==> config.mk <==
export PLATFORM = sky130hd
export DESIGN_NAME = mem_loader
export DESIGN_NICKNAME = d
export VERILOG_FILES = /design/src/rtl/mem_loader.sv
export SDC_FILE = /design/constraint.sdc
export NUM_CORES = 1
export LEC_CHECK = 0
export ABC_AREA = 1
export BUFFER_PORTS_ARGS = -buffer_cell sky130_fd_sc_hd__buf_2
export CELL_PAD_IN_SITES_DETAIL_PLACEMENT = 0
export CELL_PAD_IN_SITES_GLOBAL_PLACEMENT = 2
export CORE_MARGIN = 8
export CORE_UTILIZATION = 32
export DETAILED_ROUTE_END_ITERATION = 7
export PLACE_DENSITY_LB_ADDON = 0.1
export RECOVER_POWER = 50
export SLEW_MARGIN = 5
export SYNTH_ARGS = -nofsm -noshare
export SYNTH_HDL_FRONTEND = slang
export SYNTH_SLANG_ARGS = --single-unit
==> constraint.sdc <==
create_clock -name clk -period 4.9 [get_ports clk]
set_input_delay 0.98 -clock clk [delete_from_list [all_inputs] [get_ports clk]]
set_output_delay 0.98 -clock clk [all_outputs]
set_load 0.01 [all_outputs]
==> src/rtl/mem_loader.sv <==
// mem_loader: serial program/data loader and data-cache port arbiter.
// Receives 12-bit frames ({data[7:0], addr[3:0]}, MSB first) on mosi,
// qualified by csi_n/csd_n, and writes them into the icache or dcache.
// A frame with both selects low reads one dcache byte back on miso.
// While the master holds run_in, the dcache port belongs to the processor.
//
// Ports:
//   clk, rst_n             clock, async active-low reset
//   csi_n, csd_n, mosi     frame selects and serial data from the master
//   run_in                 run request from the master
//   proc_dwen_in/daddr/wd  processor dcache port request
//   dcache_rdata_in        combinational dcache read data
//   icache_*_out           icache write port
//   dcache_*_out           muxed dcache port
//   miso                   readback serial data
//   proc_en_out            processor enable (PC held in reset when 0)
//   busy_out               frame in progress or commit pending
//   frame_err_out          sticky frame error, cleared only by reset

module mem_loader #(
    parameter int FRAME_W = 12
) (
    input  logic       clk,
    input  logic       rst_n,
    input  logic       csi_n,
    input  logic       csd_n,
    input  logic       mosi,
    input  logic       run_in,
    input  logic       proc_dwen_in,
    input  logic [3:0] proc_daddr_in,
    input  logic [7:0] proc_dwdata_in,
    input  logic [7:0] dcache_rdata_in,
    output logic       icache_wen_out,
    output logic [3:0] icache_addr_out,
    output logic [7:0] icache_wdata_out,
    output logic       dcache_wen_out,
    output logic [3:0] dcache_addr_out,
    output logic [7:0] dcache_wdata_out,
    output logic       miso,
    output logic       proc_en_out,
    output logic       busy_out,
    output logic       frame_err_out
);

    typedef enum logic [1:0] {
        IDLE,
        SHIFT,
        COMMIT,
        RUN
    } state_t;

    // Frame type encoding is the asserted-select pattern {~csi_n, ~csd_n}.
    localparam logic [1:0] T_NONE = 2'b00;
    localparam logic [1:0] T_WD   = 2'b01;
    localparam logic [1:0] T_WI   = 2'b10;
    localparam logic [1:0] T_RD   = 2'b11;

    localparam logic [3:0] CNT_FULL = 4'(FRAME_W);
    localparam logic [3:0] CNT_SAT  = 4'(FRAME_W + 1);
    localparam logic [3:0] CNT_ADDR = 4'd4;

    state_t             state;
    logic [1:0]         ftype;
    logic [3:0]         bitcnt;
    logic [FRAME_W-1:0] shreg;
    logic [7:0]         outreg;
    logic               frame_err;

    // Commit bundle, loaded on the frame-end edge so the write
    // pulse is a clean registered one-cycle strobe.
    logic               cm_iwen;
    logic               cm_dwen;
    logic [3:0]         cm_addr;
    logic [7:0]         cm_data;

    logic [1:0]         sel;
    logic               rd_phase;

    assign sel = {~csi_n, ~csd_n};

    // Read address is stable on the dcache port from edge 4 to frame end.
    assign rd_phase = (state == SHIFT) && (ftype == T_RD)
                   && (bitcnt >= CNT_ADDR);

    always_ff @(posedge clk or negedge rst_n) begin
        if (!rst_n) begin
            state     <= IDLE;
            ftype     <= T_NONE;
            bitcnt    <= '0;
            shreg     <= '0;
            outreg    <= '0;
            frame_err <= 1'b0;
            cm_iwen   <= 1'b0;
            cm_dwen   <= 1'b0;
            cm_addr   <= '0;
            cm_data   <= '0;
        end else begin
            unique case (state)
                IDLE: begin
                    outreg <= '0;
                    if (sel != T_NONE) begin
                        state  <= SHIFT;
                        ftype  <= sel;
                        bitcnt <= 4'd1;
                        shreg  <= {{(FRAME_W-1){1'b0}}, mosi};
                    end else if (run_in) begin
                        state <= RUN;
                    end
                end

                SHIFT: begin
                    if (sel == T_NONE) begin
                        // Frame end.
                        bitcnt <= '0;
                        outreg <= '0;
                        if (bitcnt == CNT_FULL && ftype != T_RD) begin
                            state   <= COMMIT;
                            cm_iwen <= (ftype == T_WI);
                            cm_dwen <= (ftype == T_WD);
                            cm_addr <= shreg[3:0];
                            cm_data <= shreg[FRAME_W-1 -: 8];
                        end else begin
                            state <= IDLE;
                            if (bitcnt != CNT_FULL) begin
                                frame_err <= 1'b1;
                            end
                        end
                    end else if (sel != ftype) begin
                        // Select pattern switched to another type.
                        state     <= IDLE;
                        frame_err <= 1'b1;
                        bitcnt    <= '0;
                        outreg    <= '0;
                    end else begin
                        if (bitcnt != CNT_SAT) begin
                            bitcnt <= bitcnt + 4'd1;
                        end
                        if (ftype != T_RD) begin
                            shreg <= {shreg[FRAME_W-2:0], mosi};
                        end else begin
                            // Only the 4 address bits are kept.
                            if (bitcnt < CNT_ADDR) begin
                                shreg <= {shreg[FRAME_W-2:0], mosi};
                            end
                            if (bitcnt == CNT_ADDR) begin
                                outreg <= dcache_rdata_in;
                            end else if (bitcnt > CNT_ADDR) begin
                                outreg <= {outreg[6:0], 1'b0};
                            end
                        end
                    end
                end

                COMMIT: begin
                    state   <= IDLE;
                    cm_iwen <= 1'b0;
                    cm_dwen <= 1'b0;
                    cm_addr <= '0;
                    cm_data <= '0;
                end

                RUN: begin
                    if (!run_in) begin
                        state <= IDLE;
                    end
                end

                default: begin
                    state <= IDLE;
                end
            endcase
        end
    end

    always_comb begin
        icache_wen_out   = cm_iwen;
        icache_addr_out  = cm_iwen ? cm_addr : 4'h0;
        icache_wdata_out = cm_iwen ? cm_data : 8'h00;

        if (state == RUN) begin
            dcache_wen_out   = proc_dwen_in;
            dcache_addr_out  = proc_daddr_in;
            dcache_wdata_out = proc_dwdata_in;
        end else begin
            dcache_wen_out   = cm_dwen;
            dcache_addr_out  = cm_dwen  ? cm_addr
                             : rd_phase ? shreg[3:0]
                             : 4'h0;
            dcache_wdata_out = cm_dwen ? cm_data : 8'h00;
        end
    end

    assign miso          = outreg[7];
    assign proc_en_out   = (state == RUN);
    assign busy_out      = (state == SHIFT) || (state == COMMIT);
    assign frame_err_out = frame_err;

endmodule

==> reports/results.tsv, run 1 <==
stage	metric	value	unit
critical_path	cp-start-kind	flip-flop	
grt	grt_pass1_wl	11300	um
yosys	syn_area_per_cell	6.96	sq um
critical_path	worstSetupPathType	reg -> reg	
sta	fin_crit	3.34	ns
sta	worst_pin_slew	2.61	ns
sta	rsz0062_at_grt	no	
detailed_routing	routed_wl	6580	um
worst_hold_path	hold_class	reg -> reg	
floorplan	die_w	106	um
cells_and_area	antenna_cells	0	
cells_and_area	final_util	0.380	
clocking	cts-buffers-inserted	5	
sta	fin_skew	0.00755	ns
placed_design	gp_congestion	0.699	
sta	slew_viol_final	73	
clocking	cts-root-buf	clkbuf_8	
detailed_routing	num_vias	2366	
yosys	synth_cell_types	28	
yosys	syn_inst	375	
placed_design	portBuffers	56	
yosys	yosys_warnings	0	
yosys	ys_seq_area_frac	0.412	
power	ir_drop	0.196	mV
critical_path	end_kind	flip-flop	
clocking	cts_tree	built	
floorplan	rows	33	
sta	finalSetupViolations	0	
yosys	synth_area_leaders	dfrtp_1 41%, nand2_1 25%, inv_1 5.3%	
yosys	ys_ff_latch	43	
job	drv_cap	2	
floorplan	core_area	8050	sq um
critical_path	cp_max_fo	28	
sta	whs	0.476	ns
sta	relSlewSlack	-0.758	
clocking	clock_path_buffers	2	
sta	finalCritPeriodShare	0.681	
detailed_routing	first_pass_iters	4	
power	p_leak	1.72	nW
floorplan	start_util	0.324	
cells_and_area	multi_input_area	1300	sq um
grt	first_global_vias	2379	
clocking	clk_pin_slew	0.09	ns
clocking	cts_resized	0	
cells_and_area	fin_nets	459	
outcome	violations	max-capacitance violations, max-slew violations	
yosys	synth_nets	410	
yosys	synth_top_cell_area_share	0.412	
cells_and_area	seqCellArea	1080	sq um
clocking	post_cts_buffers	0	
placed_design	dpl.hpwl	4760	um
cells_and_area	syn_to_final_growth	17.1	%
clocking	cts_sinks	43	
critical_path	cp_data_arrival_time	3.41	ns
critical_path	required	4.97	ns
floorplan	io_pins	57	
detailed_routing	drc_errors	0	
floorplan	fp.dieH	106	um
grt	grt_overflow	0	
sta	setup_tns	0	ns
sta	max_freq	300	MHz
grt	track_usage	0.119	
floorplan	dieArea	11300	sq um
clocking	clock_latency	0.30	ns
outcome	run_status	complete, but fails checks	
clocking	cts_hold_buffers	0	
cells_and_area	fillers	908	
sta	finalHoldViolCount	0	
detailed_routing	wire_per_inst	12.4	um
grt	grt_max_degree	44	
detailed_routing	via_per_inst	4.46	
detailed_routing	drt-initial-drc-count	64	
cells_and_area	drive_above_1_share	0.167	
clocking	htreeDepth	2	
yosys	synth_area	2610	sq um
detailed_routing	antenna_left	0	
yosys	yosys.area.top_type	dfrtp_1	
power	power_density	449	nW/um^2
grt	antenna_found_initial	0	
[per-layer routing]
| layer | share of wire | global-route usage | up-vias | wire, um |
|---|---|---|---|---|
| met5 | 0 | 0 | - | 0 |
| met4 | 0.0085 | 0.0271 | 0 | 56 |
| met3 | 0.065 | 0.0339 | 5 | 427 |
| met2 | 0.43 | 0.200 | 47 | 2820 |
| met1 | 0.50 | 0.146 | 1052 | 3280 |
| li1 | - | - | 1262 | - |
[Yosys cell counts]
| master | instances |
|---|---|
| a21oi_1 | 1 |
| nand2_2 | 3 |
| a22oi_1 | 1 |
| buf_4 | 3 |
| nand3b_1 | 12 |
| xnor2_1 | 1 |
| nand4_1 | 5 |
| nand3_1 | 24 |
| xor2_1 | 1 |
| dfrtp_1 | 43 |
| or2_2 | 1 |
| inv_1 | 37 |
| o21ai_0 | 19 |
| nor2_1 | 20 |
| nor2_4 | 2 |
| o21ai_4 | 1 |
| buf_1 | 1 |
| o21bai_1 | 2 |
| inv_2 | 1 |
| o21ai_2 | 1 |
| buf_2 | 4 |
| clkbuf_1 | 5 |
| o21ai_1 | 2 |
| ha_1 | 8 |
| nand3_2 | 1 |
| nand2_1 | 171 |
| nor2_2 | 4 |
| buf_6 | 1 |
[cell families after synthesis]
kind of cell	after synthesis	share of synthesized area
adder cells (fa/ha/maj)	8	0.0383
XOR/XNOR	2	0.00671
AND/OR/NAND/NOR	243	0.399
flip-flops	43	0.412
buffers and inverters	52	0.0838
AO/OA/AOI/OAI	27	0.0604
[critical path, cell delays in order, from the launching register on]
cell     delay, ns
dfrtp_1       0.42
inv_1         0.11
ha_1          0.30
inv_1         0.10
o21ai_0       1.96
o21ai_0       0.22
[placed cells by master (no fill, tap or decap), types with 2 or more instances in the layout]
cell type / instances
nand2_1: 171
o21bai_1: 2
inv_1: 37
nand3_1: 25
nand4_1: 5
clkbuf_8: 5
nand3b_1: 12
nor2_2: 4
nor2_1: 20
o21ai_0: 21
nor2_4: 2
ha_1: 8
buf_2: 52
dfrtp_1: 43
bufinv_16: 2
clkbuf_1: 5
nand2_2: 3
[cell type report]
class                      count  area share
multi-input combinational    280       0.425
sequential                    43       0.352
timing repair buffer          56      0.0900
inverter                      38      0.0466
tap                          105      0.0430
clock buffer                   6      0.0237
clock inverter                 2      0.0196
[worst paths after layout]
check	from	to	slack [ns]	depth (start not counted)
max	state[1]$_DFFE_PN0P_	cm_data[5]$_DFFE_PN0P_	1.56	5
min reg2reg	shreg[11]$_DFFE_PN0P_	shreg[11]$_DFFE_PN0P_	0.48	2
max reg2reg	state[1]$_DFFE_PN0P_	cm_data[5]$_DFFE_PN0P_	1.56	5
max in group asynchronous	rst_n	shreg[5]$_DFFE_PN0P_	2.07	1
min	shreg[11]$_DFFE_PN0P_	shreg[11]$_DFFE_PN0P_	0.48	2
min in group asynchronous	rst_n	ftype[1]$_DFFE_PN0P_	1.44	1
[where the power goes]
part / switching, mW / internal (mW)
sequential: 0.0788 / 0.412
clock: 0.129 / 0.204
combinational: 0.391 / 0.158
[through the flow]
| step | instance area [sq um] | std cells | power [mW] | setup slack, ns |
|---|---|---|---|---|
| finish | 3060 | 530 | 1.37 | 1.56 |
| floorplan | 2610 | 375 | 0.923 | 2.54 |
| global placement | 2950 | 522 | 1.08 | 2.18 |
| CTS | 3080 | 530 | 1.41 | 1.78 |
| detailed placement | 2950 | 522 | 1.07 | 2.13 |
| global route | 3060 | 530 | 1.49 | 0.961 |
[registers in the layout (all words and copies together), names as in the netlist]
register	count
cm_data	8
state	2
bitcnt	4
icache_wen_out	1
cm_dwen	1
ftype	2
shreg	12
cm_addr	4
outreg	8
frame_err_out	1
Note: power is estimated with default switching activity, not from simulation.
==> run 2, diff against run 1 <==
--- a/config.mk
+++ b/config.mk
@@ -5,12 +5,12 @@
 export SDC_FILE = /design/constraint.sdc
 export NUM_CORES = 1
 export LEC_CHECK = 0
-export ABC_AREA = 1
+export ABC_AREA = 0
 export BUFFER_PORTS_ARGS = -buffer_cell sky130_fd_sc_hd__buf_2
 export CELL_PAD_IN_SITES_DETAIL_PLACEMENT = 0
 export CELL_PAD_IN_SITES_GLOBAL_PLACEMENT = 2
 export CORE_MARGIN = 8
-export CORE_UTILIZATION = 32
+export CORE_UTILIZATION = 30
 export DETAILED_ROUTE_END_ITERATION = 7
 export PLACE_DENSITY_LB_ADDON = 0.1
 export RECOVER_POWER = 50
==> constraint.sdc (replaced) <==
create_clock -name clk -period 3 [get_ports clk]
set_input_delay 0.6 -clock clk [delete_from_list [all_inputs] [get_ports clk]]
set_output_delay 0.6 -clock clk [all_outputs]
set_load 0.01 [all_outputs]
==> run 2 against run 1 <==
Against the previous run: the flow now finishes without violations; combinational power increased to 2.6 times the previous value; worst hold slack better by 0.00070 ns; clock power is 12% higher; clock skew rose by 0.0016 ns; clock-buffer cell count unchanged; synthesized area increased by 6.0%; global-route usage is essentially flat; die area is 11% higher; non-clock buffer count is 6 higher; synthesized cell count is 20% lower; setup slack lost 1.1 ns; critical endpoint is now dcache_addr_out[1]; largest power group unchanged; highest routed layer unchanged.
==> reports/results.tsv, run 2 <==
stage	metric	value	unit	change
yosys	yosys.area.top_type	dfrtp_1		
cells_and_area	drive_above_1_share	0.241		+0.0735
yosys	synth_area_leaders	dfrtp_1 39%, nand2_1 7.1%, mux2_2 5.7%		
detailed_routing	num_vias	2306		-2.5%
power	p_leak	1.58	nW	-8.6%
critical_path	cp_data_arrival_time	1.95	ns	-1.46 ns
floorplan	start_util	0.304		-0.0205
yosys	synthSimpleGateAreaFrac	0.228		-0.171
floorplan	dieArea	12600	sq um	+11%
grt	grt_pass1_wl	12100	um	+7.5%
yosys	synth_edf_count	0		unchanged
cells_and_area	final_util	0.351		-0.0292
yosys	synth-compound-area-share	0.152		+0.0920
cells_and_area	final_cell_mix	52 x nand2_1, 44 x buf_2, 43 x dfrtp_1		
critical_path	worstSetupPathType	reg -> out		
yosys	syn_inst	299		-20%
cells_and_area	fin_nets	379		-17%
yosys	synth_top_family_by_area	simple AND/OR/NAND/NOR gates		
power	ir_drop	0.313	mV	+60%
clocking	cts-buffers-inserted	5		unchanged
clocking	cts_tree	built		
cells_and_area	largest_reg_flops	12		unchanged
cells_and_area	layout_commonest_cell	nand2_1		
cells_and_area	multi_input_area	1560	sq um	+20%
outcome	run_status	finished, final reports clean		
sta	slew_viol_final	0		-100%
cells_and_area	fillers	978		+7.7%
yosys	synth_top_cell_area_share	0.389		-0.0233
grt	grt_max_degree	44		unchanged
placed_design	dpl.hpwl	5200	um	+9.3%
sta	finalCritPeriodShare	0.850		
yosys	async_flop_share	1.00		unchanged
detailed_routing	routed_wl	7460	um	+13%
sta	max_freq	392	MHz	
grt	track_usage	0.118		-0.000445
yosys	ys_ff_latch	43		unchanged
detailed_routing	via_per_inst	5.06		+13%
critical_path	cp_max_fo	5		-82%
critical_path	end_kind	output pin		
sta	worst_pin_slew	1.14	ns	-1.47 ns
clocking	clock_latency	0.30	ns	about the same
placed_design	gp_congestion	0.744		+6.5%
power	finalPower	2.80	mW	+100%
floorplan	rows	35		+6.1%
detailed_routing	drt-initial-drc-count	226		+250%
sta	setup_tns	0	ns	unchanged
cells_and_area	largest_register	shreg		
grt	antenna_found_initial	0		unchanged
sta	fin_skew	0.00916	ns	+0.00161 ns
cells_and_area	top_regs	shreg: 12 flops, cm_data: 8 flops, outreg: 8 flops		
floorplan	io_pins	57		unchanged
job	drv_cap	0		-2
clocking	clk_pin_slew	0.09	ns	about the same
floorplan	die_w	112	um	+5.4%
detailed_routing	wire_per_inst	16.4	um	+32%
clocking	clock_path_buffers	2		unchanged
sta	fin_crit	2.55	ns	
yosys	ys.flop_type	dfrtp_1		
yosys	ys_top_cells_by_count	52 x nand2_1, 43 x dfrtp_1, 20 x nor2b_1		
cells_and_area	seqCellArea	1080	sq um	unchanged
yosys	synth_area	2770	sq um	+6.0%
sta	relSlewSlack	0.243		+1.00
floorplan	core_area	9110	sq um	+13%
sta	rsz0062_at_grt	no		
worst_hold_path	min_delay_path_depth	1		-1
detailed_routing	drc_errors	0		unchanged
sta	setup_ws	0.449	ns	-1.12 ns
critical_path	cp-start-kind	flip-flop		
cells_and_area	syn_to_final_growth	15.4	%	
yosys	synth-xor-area-share	0.00949		+0.00279
yosys	muxShareOfSynthArea	0.137		+0.137
sta	finalHoldViolCount	0		unchanged
cells_and_area	antenna_cells	0		unchanged
detailed_routing	antenna_left	0		unchanged
placed_design	dp_slack	0.715	ns	-1.41 ns
grt	grt_overflow	0		unchanged
sta	finalSetupViolations	0		unchanged
yosys	synth_adder_area_share	0.0362		-0.00217
yosys	synth_most_common_cell	nand2_1		
yosys	ys_seq_area_frac	0.389		-0.0233
clocking	cts_resized	0		unchanged
placed_design	portBuffers	56		unchanged
floorplan	fp.dieH	112	um	+5.4%
sta	whs	0.476	ns	+0.000700 ns
yosys	syn_area_per_cell	9.26	sq um	+33%
yosys	synth_nets	334		-19%
clocking	cts_sinks	43		unchanged
critical_path	required	2.40	ns	-2.57 ns
grt	first_global_vias	2187		-8.1%
clocking	post_cts_buffers	0		unchanged
yosys	synth_cell_types	42		+50%
clocking	cts-root-buf	clkbuf_8		
critical_path	reg2reg_depth	6		+1
detailed_routing	first_pass_iters	4		unchanged
yosys	yosys_warnings	0		unchanged
power	power_density	877	nW/um^2	+95%
worst_hold_path	hold_class	reg -> reg		
clocking	htreeDepth	2		unchanged
clocking	cts_hold_buffers	0		unchanged
## run 2: changes by cell type after synthesis, sizes merged, moves of 14 or more
| cell | delta |
|---|---|
| inv | -32 |
| mux2 | +24 |
| nand2 | -122 |
| nor2 | -14 |
| nor2b | +20 |
| o21ai | -16 |
## run 2: report_power, final
part	switching [mW]	internal, mW	total, mW	leakage [nW]
registers	0.237	0.760	0.997	0.557
logic	0.805	0.626	1.43	0.977
clock network	0.210	0.163	0.373	0.0412
total	1.25	1.55	2.80	1.58
## run 2: kinds of logic after synthesis
logic type,after synthesis
AO/OA/AOI/OAI,56
AND/OR/NAND/NOR,127
buffers and inverters,30
adder cells (fa/ha/maj),8
multiplexers,32
flip-flops,43
XOR/XNOR,3
## run 2: final timing paths
| check | start | to | slack (ns) |
|---|---|---|---|
| max in group asynchronous | rst_n | cm_addr[3]$_DFFE_PN0P_ | 1.80 |
| min in group asynchronous | rst_n | shreg[9]$_DFFE_PN0P_ | 0.52 |
| max reg2reg | bitcnt[0]$_DFFE_PN0P_ | cm_addr[3]$_DFFE_PN0P_ | 0.79 |
| min reg2reg | frame_err_out$_DFFE_PN0P_ | frame_err_out$_DFFE_PN0P_ | 0.48 |
| min | frame_err_out$_DFFE_PN0P_ | frame_err_out$_DFFE_PN0P_ | 0.48 |
| max | state[1]$_DFFE_PN0P_ | dcache_addr_out[1] | 0.45 |
## run 2: critical path, stage by stage (launching register included)
cell	delay, ns
dfrtp_1	0.43
inv_1	0.11
ha_1	0.17
inv_1	0.09
nor2_1	0.38
a22oi_1	0.13
o21ai_0	0.18
buf_2	0.16
## run 2: layout make-up
cell class | count | share of cell area
multi-input combinational | 226 | 0.488
clock inverter | 2 | 0.00392
clock buffer | 6 | 0.0227
timing repair buffer | 62 | 0.0976
sequential | 43 | 0.337
tap | 111 | 0.0435
inverter | 6 | 0.00705
## run 2: per-layer routing
metal,part of all wire,global-route usage
met5,0,0
met3,0.052,0.0327
met4,0.0076,0.0378
met1,0.53,0.172
met2,0.41,0.163
## run 2: per-stage QoR
step | area [sq um] | std cells
6_report | 3190 | 456
5_1_grt | 3190 | 456
2_1_floorplan | 2770 | 299
4_1_cts | 3210 | 456
3_5_place_dp | 3120 | 448
3_3_place_gp | 3120 | 448
